$ cat config.mk
export PLATFORM = sky130hd
export DESIGN_NAME = traffic_sensor
export DESIGN_NICKNAME = d
export VERILOG_FILES = /design/src/rtl/traffic_sensor.sv
export SDC_FILE = /design/constraint.sdc
export NUM_CORES = 1
export LEC_CHECK = 0
export BUFFER_PORTS_ARGS = -buffer_cell sky130_fd_sc_hd__buf_2
export CORE_MARGIN = 2
export CORE_UTILIZATION = 55
export DETAILED_ROUTE_END_ITERATION = 7
export GPL_TIMING_DRIVEN = 1
export HOLD_SLACK_MARGIN = 0.02
export MAX_ROUTING_LAYER = met4
export PLACE_DENSITY = 0.78
export SKIP_CTS_REPAIR_TIMING = 1
export SYNTH_ARGS = -nofsm -noshare
export SYNTH_HDL_FRONTEND = slang
export SYNTH_SLANG_ARGS = --single-unit
$ cat constraint.sdc
create_clock -name CLK -period 5.5 [get_ports CLK]
set_input_delay 0.55 -clock CLK [delete_from_list [all_inputs] [get_ports CLK]]
set_output_delay 0.55 -clock CLK [all_outputs]
set_load 0.005 [all_outputs]
$ cat src/rtl/traffic_sensor.sv
// traffic_sensor: debounced side-road loop detector that raises a service request
// to the main-road light controller and keeps queue / served statistics.
module traffic_sensor #(
    parameter int unsigned DEBOUNCE = 10,
    parameter int unsigned HOLDOFF  = 50
) (
    input  logic       CLK,
    input  logic       RST,
    input  logic       LOOP,
    input  logic       GRN,
    input  logic       YLW,
    input  logic       RED,
    output logic       CAR,
    output logic [3:0] QUEUE,
    output logic [7:0] SERVED,
    output logic       OVF,
    output logic       FAULT
);

    localparam logic [1:0] S_IDLE    = 2'd0;
    localparam logic [1:0] S_PENDING = 2'd1;
    localparam logic [1:0] S_SERVING = 2'd2;
    localparam logic [1:0] S_HOLDOFF = 2'd3;

    localparam logic [7:0]  DEB_LAST  = 8'(DEBOUNCE - 1);
    localparam logic [15:0] HOLD_LOAD = 16'(HOLDOFF - 1);

    logic        r_sync1;
    logic        r_sync2;
    logic        r_deb;
    logic        r_deb_d;
    logic [7:0]  r_dcnt;
    logic [1:0]  r_state;
    logic [15:0] r_hcnt;
    logic [3:0]  r_queue;
    logic [7:0]  r_served;
    logic        r_ovf;
    logic        r_fault;
    logic        r_car;

    logic        w_lights_ok;
    logic        w_arrival;
    logic [3:0]  w_q_inc;
    logic [3:0]  w_queue_nxt;
    logic [1:0]  w_state_nxt;
    logic [15:0] w_hcnt_nxt;
    logic [8:0]  w_sum;

    // Exactly one lamp lit: odd number of ones and not all three.
    assign w_lights_ok = (GRN ^ YLW ^ RED) & ~(GRN & YLW & RED);
    assign w_arrival   = r_deb & ~r_deb_d;
    assign w_q_inc     = (r_queue == 4'd15) ? 4'd15 : r_queue + 4'd1;

    always_comb begin
        w_state_nxt = r_state;
        w_hcnt_nxt  = r_hcnt;
        w_queue_nxt = w_arrival ? w_q_inc : r_queue;
        w_sum       = {1'b0, r_served};
        if (w_lights_ok) begin
            case (r_state)
                S_IDLE: begin
                    if (w_arrival || (r_queue != 4'd0)) w_state_nxt = S_PENDING;
                end
                S_PENDING: begin
                    if (RED) w_state_nxt = S_SERVING;
                end
                S_SERVING: begin
                    if (!RED) begin
                        w_state_nxt = S_HOLDOFF;
                        w_hcnt_nxt  = HOLD_LOAD;
                        w_sum       = {1'b0, r_served} + {5'b0, r_queue};
                        w_queue_nxt = {3'b0, w_arrival};
                    end
                end
                default: begin
                    if (r_hcnt == 16'd0) begin
                        w_state_nxt = (w_queue_nxt != 4'd0) ? S_PENDING : S_IDLE;
                    end else begin
                        w_hcnt_nxt = r_hcnt - 16'd1;
                    end
                end
            endcase
        end
    end

    always_ff @(posedge CLK) begin
        if (!RST) begin
            r_sync1  <= 1'b0;
            r_sync2  <= 1'b0;
            r_deb    <= 1'b0;
            r_deb_d  <= 1'b0;
            r_dcnt   <= '0;
            r_state  <= S_IDLE;
            r_hcnt   <= '0;
            r_queue  <= '0;
            r_served <= '0;
            r_ovf    <= 1'b0;
            r_fault  <= 1'b0;
            r_car    <= 1'b0;
        end else begin
            r_sync1 <= LOOP;
            r_sync2 <= r_sync1;
            r_deb_d <= r_deb;
            if (r_sync2 != r_deb) begin
                if (r_dcnt == DEB_LAST) begin
                    r_deb  <= r_sync2;
                    r_dcnt <= '0;
                end else begin
                    r_dcnt <= r_dcnt + 8'd1;
                end
            end else begin
                r_dcnt <= '0;
            end
            r_state  <= w_state_nxt;
            r_hcnt   <= w_hcnt_nxt;
            r_queue  <= w_queue_nxt;
            r_served <= w_sum[7:0];
            r_ovf    <= r_ovf | w_sum[8];
            r_fault  <= r_fault | ~w_lights_ok;
            r_car    <= (w_state_nxt == S_PENDING);
        end
    end

    // Request is dropped in the same cycle the lamps go invalid.
    assign CAR    = r_car & w_lights_ok;
    assign QUEUE  = r_queue;
    assign SERVED = r_served;
    assign OVF    = r_ovf;
    assign FAULT  = r_fault;

endmodule

== Yosys cells after proc, flatten, opt, wreduce, memory -nomap -nowiden ==
Cells that the tools add are included.

* Flip-flop bits (word level): 45
* Input bits: 6
* Output and inout bits: 15
* Word-level logic and storage cells: 68

* Add/sub/neg operators: 4
* Equality and inequality tests: 8
* Muxes and demuxes: 18
* Bitwise gates (word level): 16
* Reduce and logical (&&, ||, !) cells: 10

{| class="wikitable"
|+ Operators with widths
! kind !! number
|-
| 16-bit 2-to-1 mux || 2
|-
| 16-bit case mux with 2 select lines || 1
|-
| 9-bit 2-to-1 mux || 3
|-
| 4-bit 2-to-1 mux || 5
|-
| 16-bit zero test || 1
|-
| 16-bit by 1-bit subtractor with 16-bit output (second input constant) || 1
|-
| 2-bit 2-to-1 mux || 5
|-
| 8-bit by 4-bit adder with 9-bit output || 1
|-
| 8-bit by 1-bit adder with 8-bit output (second input constant) || 1
|-
| 8-bit by 4-bit == test with 1-bit output (second input constant) || 1
|-
| 4-bit nonzero test || 2
|-
| 1-bit NOT || 7
|-
| 2-bit case mux with 3 select lines || 1
|-
| 1-bit AND || 5
|-
| 4-bit by 1-bit adder with 4-bit output (second input constant) || 1
|-
| 2-bit by 1-bit == test with 1-bit output (second input constant) || 2
|-
| 4-bit == test (second input constant) || 1
|-
| 4-bit AND reduction || 1
|-
| 3-bit AND reduction || 1
|-
| 3-bit OR reduction || 1
|-
| 2-bit == test (second input constant) || 1
|-
| 2-bit zero test || 1
|-
| 2-bit by 1-bit inequality test with 1-bit output (second input constant) || 1
|-
| 2-bit inequality test (second input constant) || 1
|-
| other kinds (7) || 9
|}

== Depth between registers and ports, before layout ==
Gate-level depths: netlist of the first run.

* Depth in word-level cells: 9
* Gate-level depth with buffers: 9
* Depth with buffers taken out: 7

== Worst setup path after synthesis of the first run ==
Ideal clock, no wire load.

* Kind: input-to-reg
* Start point: input port GRN
* End point: register r_hcnt[2]
* Library setup time: 59 ps
* Data arrival time: 2,352 ps
* Required time: 5,441 ps
* Setup slack: 3,089 ps
* Cell stages on the path: 8
* Path buffers: 2
* Path through: ha_1 nor4bb_1 o21a_1 clkbuf_1 o21ai_1 buf_2 or4_1 nand2_1

* Word-level cells in the longest chain between the ends: 5
* Elaborated cells between the ends (all ways): 7
* Those cells by class: 6 x bitwise; 1 x reduce/logical

{| class="wikitable"
|+ Ends and longest elaborated chain
! item !! RTL line !! source
|-
| from (decl) || 10 || <nowiki>input logic GRN,</nowiki>
|-
| 1-bit AND (2 in a row) || 50 || <nowiki>assign w_lights_ok = (GRN ^ YLW ^ RED) & ~(GRN & YLW & RED);</nowiki>
|-
| 1-bit NOT || 50 ||
|-
| 1-bit AND (*) || 50 ||
|-
| 4-bit AND reduction (no line) (*) || -- ||
|-
| to (signal assigned) || 115 || <nowiki>r_hcnt <= w_hcnt_nxt;</nowiki>
|-
| to (decl) || 34 || <nowiki>logic [15:0] r_hcnt;</nowiki>
|}

Every way passes the cells marked *; elsewhere a longest branch is shown, timed or not.
A chain may end at the register's enable or synchronous reset.

== Worst setup path in the final report of the first run ==
* Start point: register r_hcnt[10]
* End point: register r_hcnt[5]

* Word-level cells in the longest chain between the ends: 3

{| class="wikitable"
|+ Ends and longest elaborated chain
! item !! RTL line !! source
|-
| 16-bit zero test || 76 || <nowiki>if (r_hcnt == 16'd0) begin</nowiki>
|-
| 2-bit by 1-bit inequality test with 1-bit output (no line) || -- ||
|-
| 4-bit AND reduction (no line) || -- ||
|}

No other way between the ends.

==> metrics.md, run 1 <==
| Metric | Value |
|---|---|
| Outcome | `completed` |
| P_sw | `0.0001226 W` |
| Synth Cell Area | `2293 um^2` |
| Top cell type's share of synthesized area | `39.28%` |
| Unrepaired setup endpoints after global routing | `false` |
| Slew @ Worst Pin | `0.6754 ns` |
| Pint | `0.0004212 W` |
| Bufs and invs on worst path | `0` |
| Clock Skew | `0.007665 ns` |
| Final WS setup | `2.759 ns` |
| IR drop worst, VDD | `0.0001236 V` |
| Hold EP | `r_sync2$_SDFF_PN0_` |
| Lkg Pwr | `1.067 nW` |
| Number of global-route vias before repair | `1670` |
| DRC | `0` |
| Worst path arrival time | `2.93 ns` |
| Delay-heaviest family, CP | `simple AND/OR/NAND/NOR gates` |
| Total grt overflow | `0` |
| Count of different cell masters after synthesis | `46` |
| # IOs | `21` |
| Crit path top cell by count | `or4_1` |
| Root buffer cell | `clkbuf_8` |
| Worst hold stages | `1` |
| DP Worst Slack | `2.777 ns` |
| Share of cells above drive strength 1 | `12.95%` |
| Combinational share of power | `3.1%` |
| Switching part of the total | `22.55%` |
| DRT Pass-1 Iters | `4` |
| Post-layout nets | `295` |
| Hold Startpoint | `r_sync1$_SDFF_PN0_` |
| HPWL Detailed | `3.086 mm` |
| Via-per-instance ratio | `5.695` |
| Fill count | `351` |
| Multi-input gate area | `1319 um^2` |
| Worst-path clk slew | `0.08 ns` |
| Area leader, netlist | `dfxtp_1` |
| Syn Area/Cell | `8.821 um^2` |
| DR iter-0 viols | `125` |
| Largest net degree at the start of global routing | `25` |
| Reg2Reg Depth | `5` |
| Post-synthesis sequential area ratio | `39.28%` |
| DR WL/cell | `13.24 um` |
| DP Area | `2420 um^2` |
| R2r startpoint | `r_hcnt[10]$_SDFFE_PN0P_` |
| Final Setup Violations | `0` |
| Final period util | `49.83%` |
| Clk sinks | `45` |
| Routed Antenna Nets | `0` |
| Clock Path Buffers | `2` |
| Die width | `68.58 um` |
| Core area | `4000 um^2` |
| Area Overhead vs Synth | `9.274%` |
| Register share of total power | `60.3%` |
| FF+latch area | `900.9 um^2` |
| Critical path, cell by cell | `or4_1 > or4_1 > o21ai_1 > nor4_1 > o31a_1` |
| PnR Total Power | `0.0005438 W` |
| Hold Vio Cnt, Final | `0` |
| Max_slew headroom | `54.56%` |
| Capturing point of the worst reg2reg path | `r_hcnt[5]$_SDFFE_PN0P_` |
| Crit path time final | `2.741 ns` |
| # diodes | `0` |
| RePlAce Congestion | `0.8296` |
| Reg2Reg Setup Slack | `2.76 ns` |
| Critical path required time | `5.69 ns` |
| Critical path type | `reg2reg` |
| Synthesized instance count | `260` |
| Initial antenna violation count | `0` |
| Max H-tree Level | `2` |
| Worst-path maximum fanout | `12` |
| PD cells | `217.0 nW/um^2` |
| Design Area, Final | `2506 um^2` |
| Max-cap violations | `0` |
| Max-slew violation count | `0` |
| I/O Buffers | `20` |
| F_max | `0.3649 GHz` |
| Worst-skew pair later-pin latency | `0.30 ns` |
| Die ar. | `4703 um^2` |
| CTS tree | `done` |
| Syn nets | `278` |
| Yosys reg bits | `45` |
| Chip Height | `68.58 um` |
| Critical Path Start Type | `flip-flop` |
| Worst setup EP type | `flip-flop` |
| Starting Density | `57.34%` |
| Via count | `1868` |
| First-pass GRT wire length | `7.307 mm` |
| FP Rows | `23` |
| Final wirelength | `4.342 mm` |
| Worst stage delay on the critical path | `0.67 ns` |
| Clk pwr share | `36.6%` |
| Synth warnings | `0` |
| GRT Resource Usage Total | `21.45%` |
| Area contributors post-synth | `dfxtp_1 39%, xor2_1 6.5%, ha_1 6.0%` |
| Min-Delay Path Class | `reg2reg` |
| Num CTS Buffers | `5` |
| Worst path slowest cell | `or4_1` |
| Setup_tns | `0 ns` |
==> state kept, by name (all words and copies together), names as in the netlist <==
signal   flops
FAULT        1
OVF          1
QUEUE        4
SERVED       8
r_car        1
r_dcnt       8
r_deb        1
r_deb_d      1
r_hcnt      16
r_state      2
r_sync1      1
r_sync2      1
==> layout make-up <==
cell class                      instances  share of cell area [%]
Sequential cell                        45                   35.95
Tap cell                               50                   2.496
Timing Repair Buffer                   21                   4.294
Multi-Input combinational cell        196                   52.62
Clock buffer                            5                   2.746
Inverter                                8                   1.198
Clock inverter                          3                  0.6990
==> stage by stage <==
stage	instances	util, %	hold WS [ns]
2_1_floorplan	260	-	0.4119
6_report	328	62.65	0.4405
4_1_cts	328	62.65	0.4437
3_5_place_dp	320	60.49	0.4236
5_1_grt	328	62.65	0.4458
3_3_place_gp	320	60.49	0.4135
==> metal layers <==
| layer | global-route usage, % | vias to the layer above | routed length (um) |
|---|---|---|---|
| met5 | - | - | 0 |
| met4 | 9.000 | 0 | 59 |
| met3 | 4.870 | 6 | 133 |
| met2 | 32.93 | 32 | 2002 |
| met1 | 27.18 | 866 | 2146 |
| li1 | - | 964 | - |
==> worst reg2reg max path: cells and delay by family, from the launching register on <==
family	cells	cell delay, ns
flip-flops	1	0.35
AND/OR/NAND/NOR	3	1.40
AO/OA/AOI/OAI	2	0.90
==> cell usage in the layout (no fill, tap or decap), types with 2 or more instances in the layout <==
cell / instances
o31a_1: 2
o21a_1: 5
nand2b_1: 2
xnor2_1: 3
clkbuf_8: 5
inv_1: 8
nand4_1: 5
nor4bb_1: 2
nor3_1: 8
nor4_1: 5
a21boi_0: 4
or4_1: 6
nor3b_1: 3
nor2b_1: 6
o211ai_1: 2
o2111ai_1: 5
or3_1: 4
buf_2: 20
clkinv_2: 2
nor2_1: 25
mux2i_1: 2
or4_4: 2
and2_1: 8
nand2_1: 13
nand3_1: 8
xor2_1: 17
ha_1: 11
dfxtp_1: 45
o21ai_0: 11
a21oi_1: 13
or2_2: 3
a21o_1: 3
nand3b_1: 3
and3_1: 2
==> power by group through the flow <==
| stage | combinational, W | clock, W | sequential [W] |
|---|---|---|---|
| 3_5_place_dp | 0.0000170 | 0 | 0.000336 |
| 5_1_grt | 0.0000195 | 0.000217 | 0.000328 |
| 2_1_floorplan | 0.0000108 | 0 | 0.000336 |
| 3_3_place_gp | 0.0000164 | 0 | 0.000336 |
| 6_report | 0.0000169 | 0.000199 | 0.000328 |
| 4_1_cts | 0.0000170 | 0.000207 | 0.000328 |
==> worst max path at each step <==
stage                                  startpoint                endpoint  slack, ns  cells after the start
after global routing      r_hcnt[10]$_SDFFE_PN0P_  r_hcnt[5]$_SDFFE_PN0P_       2.60                      5
after floorplan                               GRN  r_hcnt[2]$_SDFFE_PN0P_       3.09                      8
final                     r_hcnt[10]$_SDFFE_PN0P_  r_hcnt[5]$_SDFFE_PN0P_       2.76                      5
after global placement    r_hcnt[10]$_SDFFE_PN0P_  r_hcnt[5]$_SDFFE_PN0P_       2.83                      5
after detailed placement  r_hcnt[10]$_SDFFE_PN0P_  r_hcnt[5]$_SDFFE_PN0P_       2.78                      5
after CTS                 r_hcnt[10]$_SDFFE_PN0P_  r_hcnt[5]$_SDFFE_PN0P_       2.76                      5
==> kinds of logic (layout without fill, tap and decap cells) <==
family	count (synthesis)	count (layout)	synth area share, %
AOI/OAI and AO/OA	54	54	15.77
buffers and inverters	19	37	3.219
and+or+nand+nor	108	108	26.35
xor gates and xnor gates	20	20	7.638
DFF	45	45	39.28
muxes	2	2	0.8729
adders and majority gates	12	12	6.874
==> cell usage after synthesis, drive strengths merged <==
library cell	n
and2	8
nand3	8
xnor2	3
nand2b	2
o311a	1
or3	4
buf	2
nor2	25
a211o	1
fa	1
and3	2
a21oi	13
or2	3
dfxtp	45
o2111ai	5
o21a	5
nor4b	1
a31oi	1
o31a	2
o211ai	2
nor3	8
o31ai	1
nand2	13
and4	1
o211a	1
nand3b	3
or4	8
o21ai	12
inv	8
nor3b	3
a21o	3
nor2b	6
a22oi	1
o41ai	1
xor2	17
mux2i	2
a21boi	4
nand4	5
nor4bb	2
clkbuf	9
ha	11
nor4	6
o221a	1
Power figures use the tool's default switching activity.
==> inputs of run 2 (changes only) <==
==> constraint.sdc (replaced) <==
create_clock -name CLK -period 2.68 [get_ports CLK]
set_input_delay 0.268 -clock CLK [delete_from_list [all_inputs] [get_ports CLK]]
set_output_delay 0.268 -clock CLK [all_outputs]
set_load 0.005 [all_outputs]
==> run 2 against run 1 <==
Sequential cell count did not move; sequential share of layout area decreased by 0.99 points; setup slack worse by 2.6 ns; design area rose by 2.8%; cell count rose by 1.5%; register-to-register slack worse by 2.6 ns; clock skew up 0.0035 ns; wire length increased by 7.9%; critical path type unchanged; critical endpoint is now r_car$_SDFF_PN0_; highest routed layer unchanged.
==> metrics.md, run 2 (same netlist as run 1, synthesis figures left out) <==
| Metric | Value |
|---|---|
| Outcome | `completed` |
| DRT Pass-1 Iters | `4 (unchanged)` |
| Worst-skew pair later-pin latency | `0.30 ns (about the same)` |
| CTS tree | `done` |
| Max-slew violation count | `0 (unchanged)` |
| Final period util | `94.36% (+45 points)` |
| GRT Resource Usage Total | `22.77% (+1.3 points)` |
| Worst-path clk slew | `0.08 ns (about the same)` |
| Critical path required time | `2.90 ns (-2.79 ns)` |
| Hold Slack | `0.1690 ns (-0.2715 ns)` |
| F_max | `0.3954 GHz (+8.4%)` |
| Worst stage delay on the critical path | `0.58 ns (-0.09 ns)` |
| Num CTS Buffers | `5 (unchanged)` |
| Switching part of the total | `20.49% (-2.1 points)` |
| Max-cap violations | `0 (unchanged)` |
| Most frequent cells in the layout | `45 x dfxtp_1, 25 x nor2_1, 20 x buf_2` |
| Die width | `68.58 um (unchanged)` |
| RePlAce Congestion | `0.8447 (+1.8%)` |
| Slew @ Worst Pin | `0.6154 ns (-0.06004 ns)` |
| Final Setup Violations | `0 (unchanged)` |
| FP Rows | `23 (unchanged)` |
| Via count | `1895 (+1.4%)` |
| Number of global-route vias before repair | `1687 (+1.0%)` |
| # IOs | `21 (unchanged)` |
| Critical path, cell by cell | `or4_4 > or4_4 > nor4_1 > o21ai_0 > nor3_1` |
| Via-per-instance ratio | `5.691 (about the same)` |
| DR WL/cell | `14.08 um (+6.3%)` |
| Unrepaired setup endpoints after global routing | `false` |
| Routed Antenna Nets | `0 (unchanged)` |
| Final Util | `64.44% (+1.8 points)` |
| First-pass GRT wire length | `7.679 mm (+5.1%)` |
| Max reg flops | `16 (unchanged)` |
| Pint | `0.0009885 W (+130%)` |
| Initial antenna violation count | `0 (unchanged)` |
| Post-layout nets | `300 (+1.7%)` |
| Min-Delay Path Class | `in2reg` |
| Worst path slowest cell | `nor4_1` |
| Clock Skew | `0.01114 ns (+0.003476 ns)` |
| Placed Cells incl. Taps | `325 (+1.6%)` |
| DR iter-0 viols | `137 (+9.6%)` |
| Die ar. | `4703 um^2 (unchanged)` |
| Clk sinks | `45 (unchanged)` |
| IR drop worst, VDD | `0.0003143 V (+150%)` |
| Largest Register | `r_hcnt` |
| # diodes | `0 (unchanged)` |
| Share of cells above drive strength 1 | `14.49% (+1.5 points)` |
| HPWL Detailed | `3.321 mm (+7.6%)` |
| Worst path arrival time | `2.74 ns (-0.19 ns)` |
| P_sw | `0.0002548 W (+110%)` |
| Clk pwr share | `43.0% (+6.4 points)` |
| Lkg Pwr | `1.104 nW (+3.4%)` |
| Area Overhead vs Synth | `12.38%` |
| Clock Path Buffers | `2 (unchanged)` |
| Starting Density | `57.34% (unchanged)` |
| Critical path type | `reg2reg` |
| Final wirelength | `4.687 mm (+7.9%)` |
| Max_slew headroom | `58.60% (+4.0 points)` |
| Commonest non-fill, non-tap cell in the layout | `dfxtp_1` |
| Crit path time final | `2.529 ns (-0.2119 ns)` |
| Worst setup EP type | `flip-flop` |
| Setup_tns | `0 ns (unchanged)` |
| Critical Path Start Type | `flip-flop` |
| DRC | `0 (unchanged)` |
| PD cells | `482.4 nW/um^2 (+120%)` |
| I/O Buffers | `20 (unchanged)` |
| Hold Vio Cnt, Final | `0 (unchanged)` |
| Worst-path maximum fanout | `5 (-7)` |
| Chip Height | `68.58 um (unchanged)` |
| Largest net degree at the start of global routing | `25 (unchanged)` |
| Register share of total power | `54.1% (-6.2 points)` |
| Root buffer cell | `clkbuf_8` |
| Post-route insts no fill | `333 (+1.5%)` |
| Max H-tree Level | `2 (unchanged)` |
| Total grt overflow | `0 (unchanged)` |
| Core area | `4000 um^2 (unchanged)` |
| Combinational share of power | `2.9% (-0.2 points)` |
| Crit path top cell by count | `or4_4` |
[run 2: power groups by stage]
stage / Sequential, W / Combinational (W) / Clock [W]
5_1_grt: 0.000674 / 0.0000402 / 0.000573
6_report: 0.000673 / 0.0000360 / 0.000534
3_5_place_dp: 0.000689 / 0.0000356 / 0
3_3_place_gp: 0.000689 / 0.0000352 / 0
2_1_floorplan: 0.000689 / 0.0000222 / 0
4_1_cts: 0.000673 / 0.0000361 / 0.000548
[run 2: area by class of cell]
cell class                      count  area [um^2]
Inverter                            8        30.03
Sequential cell                    45        900.9
Fill cell                         367         1423
Clock buffer                        6        82.58
Multi-Input combinational cell    196         1319
Timing Repair Buffer               26        145.1
Tap cell                           50        62.56
Clock inverter                      2        37.54
[run 2: critical path, delay by kind of cell (launching register included)]
family / cells / cell delay, ns
flip-flops: 1 / 0.35
AO/OA/AOI/OAI: 1 / 0.20
AND/OR/NAND/NOR: 4 / 1.91
[run 2: routing by layer]
layer / track usage (%) / wire (um)
met4: 10.00 / 74
met2: 33.89 / 2192
met3: 5.519 / 158
met5: - / 0
met1: 29.39 / 2263
[run 2: stage by stage]
step           total power [W]  cell area [um^2]  setup WS (ns)
6_report              0.001243              2577         0.1512
5_1_grt               0.001287              2577        0.01581
4_1_cts               0.001257              2577         0.1872
3_5_place_dp         0.0007247              2457         0.2041
3_3_place_gp         0.0007239              2457         0.2547
2_1_floorplan        0.0007110              2293         0.2904
[run 2: final timing paths]
| check | start | endpoint | slack (ns) | cells after the start |
|---|---|---|---|---|
| worst max-delay path | r_hcnt[5]$_SDFFE_PN0P_ | r_car$_SDFF_PN0_ | 0.15 | 5 |
| worst min-delay path | LOOP | r_sync1$_SDFF_PN0_ | 0.17 | 2 |
| worst max register to register | r_hcnt[5]$_SDFFE_PN0P_ | r_car$_SDFF_PN0_ | 0.15 | 5 |
| worst min register to register | r_sync1$_SDFF_PN0_ | r_sync2$_SDFF_PN0_ | 0.44 | 1 |
==> inputs of run 3 (changes only) <==
--- a/config.mk
+++ b/config.mk
@@ -6,6 +6,7 @@
 export NUM_CORES = 1
 export LEC_CHECK = 0
 export BUFFER_PORTS_ARGS = -buffer_cell sky130_fd_sc_hd__buf_2
+export CORE_ASPECT_RATIO = 0.7
 export CORE_MARGIN = 2
 export CORE_UTILIZATION = 55
 export DETAILED_ROUTE_END_ITERATION = 7
==> constraint.sdc (replaced) <==
create_clock -name CLK -period 2.8 [get_ports CLK]
set_input_delay 0.28 -clock CLK [delete_from_list [all_inputs] [get_ports CLK]]
set_output_delay 0.28 -clock CLK [all_outputs]
set_load 0.005 [all_outputs]
==> run 3 against run 2 <==
Sequential share of layout area grew 0.43 points; critical path type unchanged; setup slack improved by 0.17 ns; sequential cell count unchanged; clock skew shrank 0.0020 ns; count of clock-buffer cells in the layout decreased by 1; hold slack improved by 0.013 ns.
==> metrics.md, run 3 (same netlist as run 1, synthesis figures left out) <==
| Metric | Value |
|---|---|
| Worst-path maximum fanout | `5 (unchanged)` |
| Clock Skew | `0.009107 ns (-0.002034 ns)` |
| Reg2Reg Depth | `5 (unchanged)` |
| Routed Antenna Nets | `0 (unchanged)` |
| DP Worst Slack | `0.3347 ns (+0.1306 ns)` |
| Reg2Reg Setup Slack | `0.32 ns (+0.17 ns)` |
| Final WS setup | `0.3166 ns (+0.1653 ns)` |
| PnR Total Power | `0.001104 W (-11%)` |
| Via count | `1900 (+0.26%)` |
| Number of global-route vias before repair | `1684 (-0.18%)` |
| PD cells | `433.6 nW/um^2 (-10%)` |
| # diodes | `0 (unchanged)` |
| Starting Density | `57.77% (+0.43 points)` |
| DRC | `0 (unchanged)` |
| Root buffer cell | `clkbuf_8` |
| Final Setup Violations | `0 (unchanged)` |
| Worst-skew pair later-pin latency | `0.30 ns (about the same)` |
| GRT Resource Usage Total | `21.83% (-0.94 points)` |
| Post-layout nets | `299 (-0.33%)` |
| Placed Cells incl. Taps | `326 (+0.31%)` |
| Final period util | `88.69% (-5.7 points)` |
| Critical Path Start Type | `flip-flop` |
| DR WL/cell | `13.78 um (-2.1%)` |
| HPWL Detailed | `3.280 mm (-1.2%)` |
| Max-slew violation count | `0 (unchanged)` |
| CTS tree | `done` |
| Hold Vio Cnt, Final | `0 (unchanged)` |
| Clock Path Buffers | `2 (unchanged)` |
| Worst path arrival time | `2.67 ns (-0.07 ns)` |
| Setup_tns | `0 ns (unchanged)` |
| Pint | `0.0008383 W (-15%)` |
| I/O Buffers | `20 (unchanged)` |
| Via-per-instance ratio | `5.689 (about the same)` |
| Largest Register | `r_hcnt` |
| Unrepaired setup endpoints after global routing | `false` |
| Area Overhead vs Synth | `11.02%` |
| Total grt overflow | `0 (unchanged)` |
| Max H-tree Level | `2 (unchanged)` |
| Clk pwr share | `38.5% (-4.5 points)` |
| First-pass GRT wire length | `7.617 mm (-0.81%)` |
| Core area | `3970 um^2 (-0.75%)` |
| FP Rows | `19 (-17%)` |
| Share of cells above drive strength 1 | `14.18% (-0.30 points)` |
| Clk sinks | `45 (unchanged)` |
| Final Util | `64.13% (-0.30 points)` |
| Max-cap violations | `0 (unchanged)` |
| Chip Height | `58.03 um (-15%)` |
| Worst setup EP type | `flip-flop` |
| Crit. Startpoint | `r_hcnt[5]$_SDFFE_PN0P_` |
| Lkg Pwr | `1.087 nW (-1.5%)` |
| R2r startpoint | `r_hcnt[5]$_SDFFE_PN0P_` |
| Num CTS Buffers | `5 (unchanged)` |
| Switching part of the total | `24.07% (+3.6 points)` |
| Capturing point of the worst reg2reg path | `r_car$_SDFF_PN0_` |
| Worst-path clk slew | `0.09 ns (about the same)` |
| Final wirelength | `4.603 mm (-1.8%)` |
| Max_slew headroom | `64.04% (+5.4 points)` |
| Critical path required time | `2.99 ns (+0.09 ns)` |
| Min-Delay Path Class | `in2reg` |
| Most frequent cells in the layout | `45 x dfxtp_1, 25 x nor2_1, 20 x buf_2` |
| Max reg flops | `16 (unchanged)` |
| Worst Setup EP | `r_car$_SDFF_PN0_` |
| Commonest non-fill, non-tap cell in the layout | `dfxtp_1` |
| Initial antenna violation count | `0 (unchanged)` |
| Outcome | `completed` |
| Die ar. | `4710 um^2 (+0.17%)` |
| IR drop worst, VDD | `0.0003102 V (-1.3%)` |
| Die width | `81.18 um (+18%)` |
| Combinational share of power | `3.1% (+0.2 points)` |
| # IOs | `21 (unchanged)` |
| P_sw | `0.0002658 W (+4.3%)` |
| RePlAce Congestion | `0.7979 (-5.5%)` |
| Largest net degree at the start of global routing | `25 (unchanged)` |
| F_max | `0.4027 GHz (+1.8%)` |
| Critical path type | `reg2reg` |
| Post-route insts no fill | `334 (+0.30%)` |
| Crit path time final | `2.483 ns (-0.04533 ns)` |
| DRT Pass-1 Iters | `4 (unchanged)` |
| DR iter-0 viols | `76 (-45%)` |
| Register share of total power | `58.4% (+4.3 points)` |
| Slew @ Worst Pin | `0.5383 ns (-0.07711 ns)` |
==> run 3: cell count changes in the layout (fill, tap and decap cells not counted), sizes merged <==
cell,change
bufinv,-1
buf,-1
inv,+2
clkbuf,-1
==> run 3: worst max-delay path, cell delays in order, from the launching register on <==
cell	delay (ns)
dfxtp_1	0.36
or4_4	0.57
or4_4	0.53
or4_1	0.53
nor4_2	0.32
nor3_1	0.07
==> run 3: per-stage QoR <==
stage | cell area (um^2) | hold slack [ns]
floorplan | 2293 | 0.4073
global placement | 2452 | 0.4307
detailed placement | 2452 | 0.4360
CTS | 2546 | 0.1756
global route | 2546 | 0.1782
finish | 2546 | 0.1819
==> run 3: worst min-delay path by stage <==
stage,slack [ns],from,endpoint,cells past startpoint
after floorplan,0.41,LOOP,r_sync1$_SDFF_PN0_,1
after detailed placement,0.44,r_sync1$_SDFF_PN0_,r_sync2$_SDFF_PN0_,1
after global placement,0.43,r_sync1$_SDFF_PN0_,r_sync2$_SDFF_PN0_,1
final,0.18,LOOP,r_sync1$_SDFF_PN0_,2
after CTS,0.18,LOOP,r_sync1$_SDFF_PN0_,2
after global routing,0.18,LOOP,r_sync1$_SDFF_PN0_,2
==> run 3: power groups by stage <==
stage	Combinational [W]	Sequential (W)	Clock [W]
2_1_floorplan	0.0000213	0.000659	0
3_3_place_gp	0.0000337	0.000659	0
5_1_grt	0.0000386	0.000645	0.000466
4_1_cts	0.0000346	0.000644	0.000439
6_report	0.0000345	0.000644	0.000425
3_5_place_dp	0.0000344	0.000659	0
==> run 3: final cells by class <==
| class | count | area [um^2] |
|---|---|---|
| Fill cell | 346 | 1424 |
| Multi-Input combinational cell | 196 | 1319 |
| Sequential cell | 45 | 900.9 |
| Timing Repair Buffer | 25 | 137.6 |
| Clock buffer | 5 | 68.82 |
| Tap cell | 52 | 65.06 |
| Inverter | 8 | 30.03 |
| Clock inverter | 3 | 25.02 |
==> run 3: metal layers <==
layer,vias to the layer above,global-route usage (%),part of all wire (%),wire [um]
met4,0,7.748,0.96,44
met3,5,4.829,5.8,269
li1,976,-,-,-
met2,46,30.11,40,1841
met5,-,-,0,0
met1,873,31.45,53,2447
